[config.mk]
export PLATFORM = sky130hd
export DESIGN_NAME = writeback_regfile_pipe
export DESIGN_NICKNAME = d
export VERILOG_FILES = /design/src/rtl/writeback_regfile_pipe.sv
export SDC_FILE = /design/constraint.sdc
export NUM_CORES = 2
export LEC_CHECK = 0
export CORE_AREA = 2 2 443 445
export CTS_BUF_LIST = sky130_fd_sc_hd__clkbuf_8 sky130_fd_sc_hd__clkbuf_16
export DETAILED_ROUTE_END_ITERATION = 10
export DIE_AREA = 0 0 445 447
export GPL_TIMING_DRIVEN = 0
export SLEW_MARGIN = 40
export SYNTH_ARGS = -nofsm -noshare
export SYNTH_HDL_FRONTEND = slang
export SYNTH_SLANG_ARGS = --single-unit
[constraint.sdc]
create_clock -name clk -period 41.8 [get_ports clk]
set_clock_uncertainty 0.2 [all_clocks]
set_input_delay 4.18 -clock clk [delete_from_list [all_inputs] [get_ports clk]]
set_output_delay 4.18 -clock clk [all_outputs]
set_load 0.05 [all_outputs]
[src/rtl/writeback_regfile_pipe.sv]
`default_nettype none
// ============================================================================
// Module   : writeback_regfile_pipe
// Brief    : Y86-64 write-back stage, 15x64 register file, sticky status and
//            saturating retired-instruction counter.
// Revision : 1.0 - initial release
// ============================================================================
module writeback_regfile_pipe #(
  parameter logic [63:0] RSP_INIT = 64'h0,
  parameter int          RET_W    = 32
) (
  input  logic             clk,
  input  logic             rst,
  input  logic [2:0]       W_stat,
  input  logic [3:0]       W_icode,
  input  logic [3:0]       W_dstE,
  input  logic [63:0]      W_valE,
  input  logic [3:0]       W_dstM,
  input  logic [63:0]      W_valM,
  output logic [63:0]      reg_file0,
  output logic [63:0]      reg_file1,
  output logic [63:0]      reg_file2,
  output logic [63:0]      reg_file3,
  output logic [63:0]      reg_file4,
  output logic [63:0]      reg_file5,
  output logic [63:0]      reg_file6,
  output logic [63:0]      reg_file7,
  output logic [63:0]      reg_file8,
  output logic [63:0]      reg_file9,
  output logic [63:0]      reg_file10,
  output logic [63:0]      reg_file11,
  output logic [63:0]      reg_file12,
  output logic [63:0]      reg_file13,
  output logic [63:0]      reg_file14,
  output logic [2:0]       stat,
  output logic             halted,
  output logic [RET_W-1:0] retired
);

  localparam logic [2:0] c_stat_bub = 3'd0;
  localparam logic [2:0] c_stat_aok = 3'd1;
  localparam logic [2:0] c_stat_hlt = 3'd2;
  localparam logic [2:0] c_stat_adr = 3'd3;
  localparam logic [2:0] c_stat_ins = 3'd4;

  typedef enum logic [0:0] {
    ST_RUN  = 1'b0,
    ST_STOP = 1'b1
  } state_t;

  state_t            r_state;
  state_t            w_state_nxt;
  logic [2:0]        r_stat;
  logic [2:0]        w_stat_nxt;
  logic [63:0]       r_regs [15];
  logic [RET_W-1:0]  r_retired;
  logic              w_commit;

  assign w_commit = (r_state == ST_RUN) && (W_stat == c_stat_aok);

  // M port wins over E port when both target the same register (popq %rsp).
  always_ff @(posedge clk or posedge rst) begin
    if (rst) begin
      for (int k = 0; k < 15; k++) begin
        r_regs[k] <= (k == 4) ? RSP_INIT : 64'h0;
      end
    end else if (w_commit) begin
      for (int k = 0; k < 15; k++) begin
        if (W_dstM == 4'(k)) begin
          r_regs[k] <= W_valM;
        end else if (W_dstE == 4'(k)) begin
          r_regs[k] <= W_valE;
        end
      end
    end
  end

  always_ff @(posedge clk or posedge rst) begin
    if (rst) begin
      r_retired <= '0;
    end else if (w_commit && (W_icode != 4'h0) && (r_retired != '1)) begin
      r_retired <= r_retired + RET_W'(1);
    end
  end

  always_ff @(posedge clk or posedge rst) begin
    if (rst) begin
      r_state <= ST_RUN;
      r_stat  <= c_stat_aok;
    end else begin
      r_state <= w_state_nxt;
      r_stat  <= w_stat_nxt;
    end
  end

  always_comb begin
    w_state_nxt = r_state;
    w_stat_nxt  = r_stat;
    if (r_state == ST_RUN) begin
      case (W_stat)
        c_stat_bub, c_stat_aok: begin
          w_stat_nxt = c_stat_aok;
        end
        c_stat_hlt, c_stat_adr, c_stat_ins: begin
          w_stat_nxt  = W_stat;
          w_state_nxt = ST_STOP;
        end
        default: begin
          w_stat_nxt  = c_stat_ins;
          w_state_nxt = ST_STOP;
        end
      endcase
    end
  end

  assign stat    = r_stat;
  assign halted  = (r_state == ST_STOP);
  assign retired = r_retired;

  assign reg_file0  = r_regs[0];
  assign reg_file1  = r_regs[1];
  assign reg_file2  = r_regs[2];
  assign reg_file3  = r_regs[3];
  assign reg_file4  = r_regs[4];
  assign reg_file5  = r_regs[5];
  assign reg_file6  = r_regs[6];
  assign reg_file7  = r_regs[7];
  assign reg_file8  = r_regs[8];
  assign reg_file9  = r_regs[9];
  assign reg_file10 = r_regs[10];
  assign reg_file11 = r_regs[11];
  assign reg_file12 = r_regs[12];
  assign reg_file13 = r_regs[13];
  assign reg_file14 = r_regs[14];

endmodule
`default_nettype wire

; Word-level counts from Yosys, hierarchy flattened
; Cells that the tools add are included.
[word_totals]
regBits = 996
latchBits = 0
ramBits = 0
mem_bits_ro = 0
word_cells = 125
mem_count = 0
[op_classes]
addsub = 1
n_mul = 0
n_div = 0
order_cmp = 0
n_eq_ne = 33
shifts = 0
n_mux = 33
bitwise = 1
reduce_logical = 39
[op_table]
columns = operator, count
row1 = $mux 64, 30
row2 = $eq 4x4->1 const B, 14
row3 = $add 32x1->32 const B, 1
row4 = $eq 4x3->1 const B, 8
row5 = $ne 32x32->1 const B, 1
row6 = $reduce_and 2->1, 15
row7 = $reduce_bool 2->1, 15
row8 = $eq 4x2->1 const B, 4
row9 = $eq 4x1->1 const B, 2
row10 = $logic_not 4->1, 2
row11 = $eq 3x2->1 const B, 2
row12 = $pmux 3 s2, 1
row13 = $reduce_bool 4->1, 1
row14 = $eq 3x1->1 const B, 1
row15 = $eq 3x3->1 const B, 1
row16 = $logic_and 1x1->1, 3
row17 = $logic_not 3->1, 1
row18 = $reduce_or 3->1, 1
row19 = $mux 1, 2
row20 = $reduce_or 2->1, 1
row21 = $not 1->1, 1

; Longest topological paths before layout
[depth]
ltp_word = 4
ltp_mapped = 8
depth_no_buf = 6

; Worst setup path after synthesis
; OpenSTA, ideal clock, no wires.
[synth_timing]
path_kind = input port to flip-flop
from = input port W_stat[2]
to = register r_retired[24], in the netlist retired[24]
setup_ps = 125
arrival_ps = 5763
t_required_ps = 41475
slack_ps = 35713
stages = 6
path_buffers = 1
path_cell_list = or4b_1 -> buf_2 -> nor4b_4 -> nand2_1 -> nor2_1 -> mux2_2
[synth_via]
elab_chain_cells = 4
[synth_rtl]
columns = item, line_no
row1 = "start, declared", 14  ; input logic [2:0] W_stat,
row2 = $eq 3x1->1, 59  ; assign w_commit = (r_state == ST_RUN) && (W_stat == c_stat_aok);
row3 = $logic_and 1x1->1, 59
row4 = $logic_and 1x1->1 (2 in series), 81  ; end else if (w_commit && (W_icode != 4'h0) && (r_retired != '1)) begin
row5 = "end signal, assigned", 82  ; r_retired <= r_retired + RET_W'(1);
row6 = "end, declared", 56  ; logic [RET_W-1:0] r_retired;
; No other way between the ends.
; A chain may end at the register's enable or synchronous reset.

; Worst setup path in the final report
[layout_timing]
from = input port W_stat[0]
to = register r_regs, in the netlist reg_file9[44]
[layout_via]
elab_chain_cells = 3
[layout_rtl]
columns = item, line_no
row1 = $eq 3x1->1, 59
row2 = $logic_and 1x1->1, 59
row3 = $reduce_and 2->1 (no line), n/a
row4 = "end signal, assigned by index", 65  ; r_regs[k] <= (k == 4) ? RSP_INIT : 64'h0;
row5 = "end signal, assigned by index", 70  ; r_regs[k] <= W_valM;
row6 = "end signal, assigned by index", 72  ; r_regs[k] <= W_valE;
row7 = "end, declared", 55  ; logic [63:0] r_regs [15];
; No other way between the ends.

==> results.sh <==
export IMPL_status="completed"
export IMPL_grtUsageTotal_pct=26.11
export IMPL_gr_total_overflow=0
export IMPL_synth_avg_cell_area_um2=10.19
export IMPL_leakagePower_uw=0.02810
export IMPL_worst_setup_path_type="in2reg"
export IMPL_holdWs_ps=275.2
export IMPL_ys_ff_latch=996
export IMPL_post_route_period_util_pct=17.76
export IMPL_final_common_cell="clkdlybuf4s50_1"
export IMPL_peakVddDrop_v=0.00003173
export IMPL_r2r_cells=8
export IMPL_dpl_hpwl_um=206000
export IMPL_reg2reg_to="reg_file9[44]$_DFFE_PP0P_"
export IMPL_worst_path_largest_cell_delay_ps=730
export IMPL_finalSetupTns_ps=0
export IMPL_firstDrtPassIters=6
export IMPL_cts_root_buffer="clkbuf_16"
export IMPL_synthCells=4511
export IMPL_rows=162
export IMPL_crit_path_start_kind="input port"
export IMPL_grt_max_degree=79
export IMPL_worstMarginPinSlew_ps=978.7
export IMPL_path_max_fanout=10
export IMPL_drt_wl_total_um=269100
export IMPL_dieWidth_um=445
export IMPL_cap_violations=0
export IMPL_fin_nets=5931
export IMPL_fin_util_pct=33.41
export IMPL_cts_sinks=996
export IMPL_core_area_mm2=0.1942
export IMPL_die_y_um=447
export IMPL_portBuffers=1140
export IMPL_hold_depth=2
export IMPL_die_area_mm2=0.1989
export IMPL_critPathCaptureType="flop"
export IMPL_yosys_area_top_type="dfrtp_1"
export IMPL_start_util_pct=23.68
export IMPL_grt_pass1_vias=41850
export IMPL_layout_common_cells="clkdlybuf4s50_1 (1124), dfrtp_1 (995), mux2i_1 (959)"
export IMPL_path_cells="clkdlybuf4s50_1, nor4b_1, buf_2, o21ai_1, buf_2, clkbuf_1, clkbuf_2, nand2_1, o21ai_0"
export IMPL_drtIter0Drc=4439
export IMPL_path_buf_inv=5
export IMPL_cpLargestDelayFamily="buffers and inverters"
export IMPL_worstPathArrival_ps=7820
export IMPL_power_density_mw_per_mm2=34.56
export IMPL_synth_top_cell_area_share_pct=54.16
export IMPL_min_to="reg_file8[4]$_DFFE_PP0P_"
export IMPL_rsz0062_at_grt="false"
export IMPL_synth_cell_types=40
export IMPL_yosysWarnings=0
export IMPL_hold_buffers=0
export IMPL_place_congestion=0.9435
export IMPL_regToRegStartpoint="halted$_DFF_PP0_"
export IMPL_ios=1141
export IMPL_clkTransAtPathRegs_ps=60
export IMPL_cpMaxStageDelayCell="nor4b_1"
export IMPL_crit_path_frequent_cell="buf_2"
export IMPL_dpl_cell_count=8210
export IMPL_fill_cells=19950
export IMPL_postRouteAntennaNets=0
export IMPL_seq_area_frac_synth_pct=54.21
export IMPL_cts_inserted_buffers=114
export IMPL_min_from="reg_file8[4]$_DFFE_PP0P_"
export IMPL_relSlewSlack_pct=34.76
export IMPL_clk_path_buf_depth=3
export IMPL_syn_nets=4657
export IMPL_hold_path_class="reg2reg"
export IMPL_grt_pass1_wl_um=358800
export IMPL_stdcell_count=8441
export IMPL_worstPathRequired_ps=42200
export IMPL_vias=42630
export IMPL_drive_above_1_share_pct=7.373
export IMPL_final_max_slew_viol_count=0
export IMPL_max_freq_ghz=0.1347
export IMPL_netlist_area_mm2=0.04598
export IMPL_rrSetupSlack_ps=37900
export IMPL_post_route_min_period_ps=7424
export IMPL_synthToLayoutAreaGrowth_pct=41.11
export IMPL_insertion_delay_ps=750
export IMPL_via_per_inst=5.051
export IMPL_cts_setup_buffers=0
export IMPL_finalSetupViolCount=0
export IMPL_antenna_found_initial=24
export IMPL_htreeDepth=3
export IMPL_synth_area_leaders="dfrtp_1 (54%), mux2i_1 (21%), o21ai_0 (7.8%), nand2_1 (5.9%), a21oi_1 (2.9%)"
export IMPL_post_cts_resized=0
export IMPL_hold_viol=0
export IMPL_drc=0
export IMPL_power_uw=2242
export IMPL_tritoncts="done"
export IMPL_wire_per_inst_um=31.88
==> cell usage after synthesis (all sizes together) <==
library cell	instances
a21oi	265
a311oi	1
a41oi	1
and2	1
and3	3
and4	8
buf	162
clkbuf	285
dfrtp	995
dfstp	1
ha	1
inv	2
mux2	3
mux2i	960
nand2	727
nand2b	10
nand3	15
nand4	13
nor2	273
nor2b	1
nor3	16
nor3b	1
nor4	6
nor4b	2
o211ai	1
o21ai	718
o311a	1
o311ai	1
o31ai	1
or2	8
or3	1
or4	1
or4b	1
xnor2	17
xor2	9
==> worst min-delay path, stage by stage (launching register included) <==
cell and delay [ps]:
dfrtp_1 340, nand2_1 50, o21ai_0 60
==> worst max path at each step <==
stage | slack, ps | start | endpoint | cells after the start
global placement | -4270 | rst | reg_file12[23]$_DFFE_PP0P_ | 2
floorplan | 9400 | rst | halted$_DFF_PP0_ | 1
finish | 34380 | W_stat[0] | reg_file9[44]$_DFFE_PP0P_ | 9
detailed placement | 33380 | W_dstM[2] | reg_file9[34]$_DFFE_PP0P_ | 9
CTS | 34220 | W_dstM[2] | reg_file9[42]$_DFFE_PP0P_ | 9
global route | 34210 | W_dstM[1] | reg_file9[38]$_DFFE_PP0P_ | 9
==> routing by layer <==
layer / wire [µm] / GRT usage [%] / up-vias
li1: - / - / 18000
met1: 99990 / 30.74 / 21730
met2: 129900 / 43.76 / 2347
met3: 23120 / 6.518 / 550
met4: 16090 / 13.84 / 2
met5: 7 / 0 / -
==> cells by family after synthesis <==
group | after synthesis | share of synthesized area [%]
xor gates and xnor gates | 26 | 0.4953
DFF | 996 | 54.21
and+or+nand+nor | 1087 | 9.400
AOI/OAI and AO/OA | 989 | 10.83
buffers and inverters | 449 | 4.063
adders and majority gates | 1 | 0.02721
muxes | 963 | 20.97
==> through the flow <==
stage / setup WS, ps / area (µm²)
finish: 34380 / 64870
global route: 34210 / 64820
CTS: 34220 / 64850
detailed placement: 33380 / 61110
global placement: -4266 / 60570
floorplan: 9399 / 45980
==> layout make-up <==
class                           instances  area, µm²  share of cell area, %
Sequential cell                       996      24930                  38.42
Inverter                                2      15.01                0.02314
Multi-Input combinational cell       3066      19190                  29.58
Buffer                                447       1957                  3.016
Clock inverter                         60      449.2                 0.6924
Antenna cell                           26      65.06                 0.1003
Clock buffer                          144       3288                  5.068
Timing Repair Buffer                 1158      11800                  18.19
Tap cell                             2542       3181                  4.903
==> where the power goes <==
part	internal (µW)	leakage, µW	switching (µW)
sequential	975	0.0139	7.79
combinational	71.2	0.0123	165
clock	576	0.00195	448
(Power assumes the default switching activity.)
==> variant, RTL diff (same flow settings) <==
Add an input register stage for `W_valM`, with the module's reset; this delays it by one clock. The other inputs are not delayed to match.
--- a/src/rtl/writeback_regfile_pipe.sv
+++ b/src/rtl/writeback_regfile_pipe.sv
@@ -49,4 +49,14 @@
   } state_t;
 
+  logic [63:0] W_valM_q;
+
+  always_ff @(posedge clk or posedge rst) begin
+    if (rst) begin
+      W_valM_q <= '0;
+    end else begin
+      W_valM_q <= W_valM;
+    end
+  end
+
   state_t            r_state;
   state_t            w_state_nxt;
@@ -68,5 +78,5 @@
       for (int k = 0; k < 15; k++) begin
         if (W_dstM == 4'(k)) begin
-          r_regs[k] <= W_valM;
+          r_regs[k] <= W_valM_q;
         end else if (W_dstE == 4'(k)) begin
           r_regs[k] <= W_valE;
Check against the original RTL: not settled (the Yosys comparison gave no result); the edit may change what the design does.
==> variant against the original RTL <==
Cell area is 4.0% higher. Power grew 11%. Sequential cell count grew 64. Final cell count rose by 1.2%. Synthesized area up 3.4%. Setup slack gained 0.063 ns. Wire length is 3.1% higher. Critical endpoint is now reg_file8[43]$_DFFE_PP0P_.
==> variant: results (changes against the original RTL) <==
- Synth Instances: 4574 (+1.4%)
- Slowest cell on the critical path: nor4b_4
- P_leak: 0.0293 uW (+4.1%)
- Detailed-route wire length: 277 mm (+3.1%)
- Layout clock buffer count: 158 (+9.7%)
- Clock power share: 48.6% (+2.9 points)
- Hold Slack: 0.276 ns (+0.000841 ns)
- Post-Syn Area: 47600 um^2 (+3.4%)
- Outcome: finished, final reports clean
- Sequential cells: 1060 (+6.4%)
- Max VDD drop: 0.0415 mV (+31%)
- Largest net degree at the start of global routing: 77 (-2.5%)
- Synthesized Nets: 4720 (+1.4%)
- Share of layout cells above drive strength 1: 7.45% (+0.075 points)
- Worst R2R Setup Slack: 37.98 ns (+0.08 ns)
- Inverters: 5 (+3)
- Number of non-clock buffers: 1614 (+0.56%)
- Relative max-transition margin: 39.5% (+4.7 points)
- Multi-input comb cells: 3061 (-0.16%)
- All-Layer GR Usage: 27.0% (+0.92 points)
- Seq/Total Area, Yosys: 55.8% (+1.6 points)
- Setup WS post-layout: 34.44 ns (+0.0633 ns)
- Worst R2R Path Depth: 9 (+1)
- CTS H-tree lvls: 4 (+1)
- Final non-clock buffer share: 20.7% (-0.48 points)
- # diodes: 23 (-12%)
- Clk Latency, worst-skew pair: 0.82 ns (+0.07 ns)
- Int Pwr: 1820 uW (+12%)
- Slowest stage delay, CP: 0.65 ns (-0.08 ns)
- Placed Cells: 8281 (+0.86%)
## variant: cell types whose count changed after synthesis, moves of 3 or more
| cell | delta |
|---|---|
| and3_1 | +3 |
| clkbuf_1 | +31 |
| buf_1 | -5 |
| nand2_1 | -5 |
| o21ai_0 | -4 |
| dfrtp_1 | +64 |
| a31oi_1 | +3 |
| nor2_1 | -5 |
| nand3_1 | -3 |
| buf_2 | -25 |
| inv_1 | +3 |
## variant: cell families after synthesis
family | count (synthesis) | share of synthesized area, %
compound gates | 988 | 10.5
xor+xnor | 27 | 0.497
fa+ha+maj | 1 | 0.0263
buf+inv | 453 | 3.89
flops | 1060 | 55.8
mux | 962 | 20.3
simple gates | 1083 | 9.09
## variant: routing by layer
layer | routed length (um) | vias up | global-route usage (%)
li1 | - | 18300 | -
met1 | 103000 | 22200 | 31.2
met2 | 131000 | 2243 | 44.1
met3 | 23700 | 591 | 7.85
met4 | 19600 | 4 | 16.6
met5 | 21 | - | 0
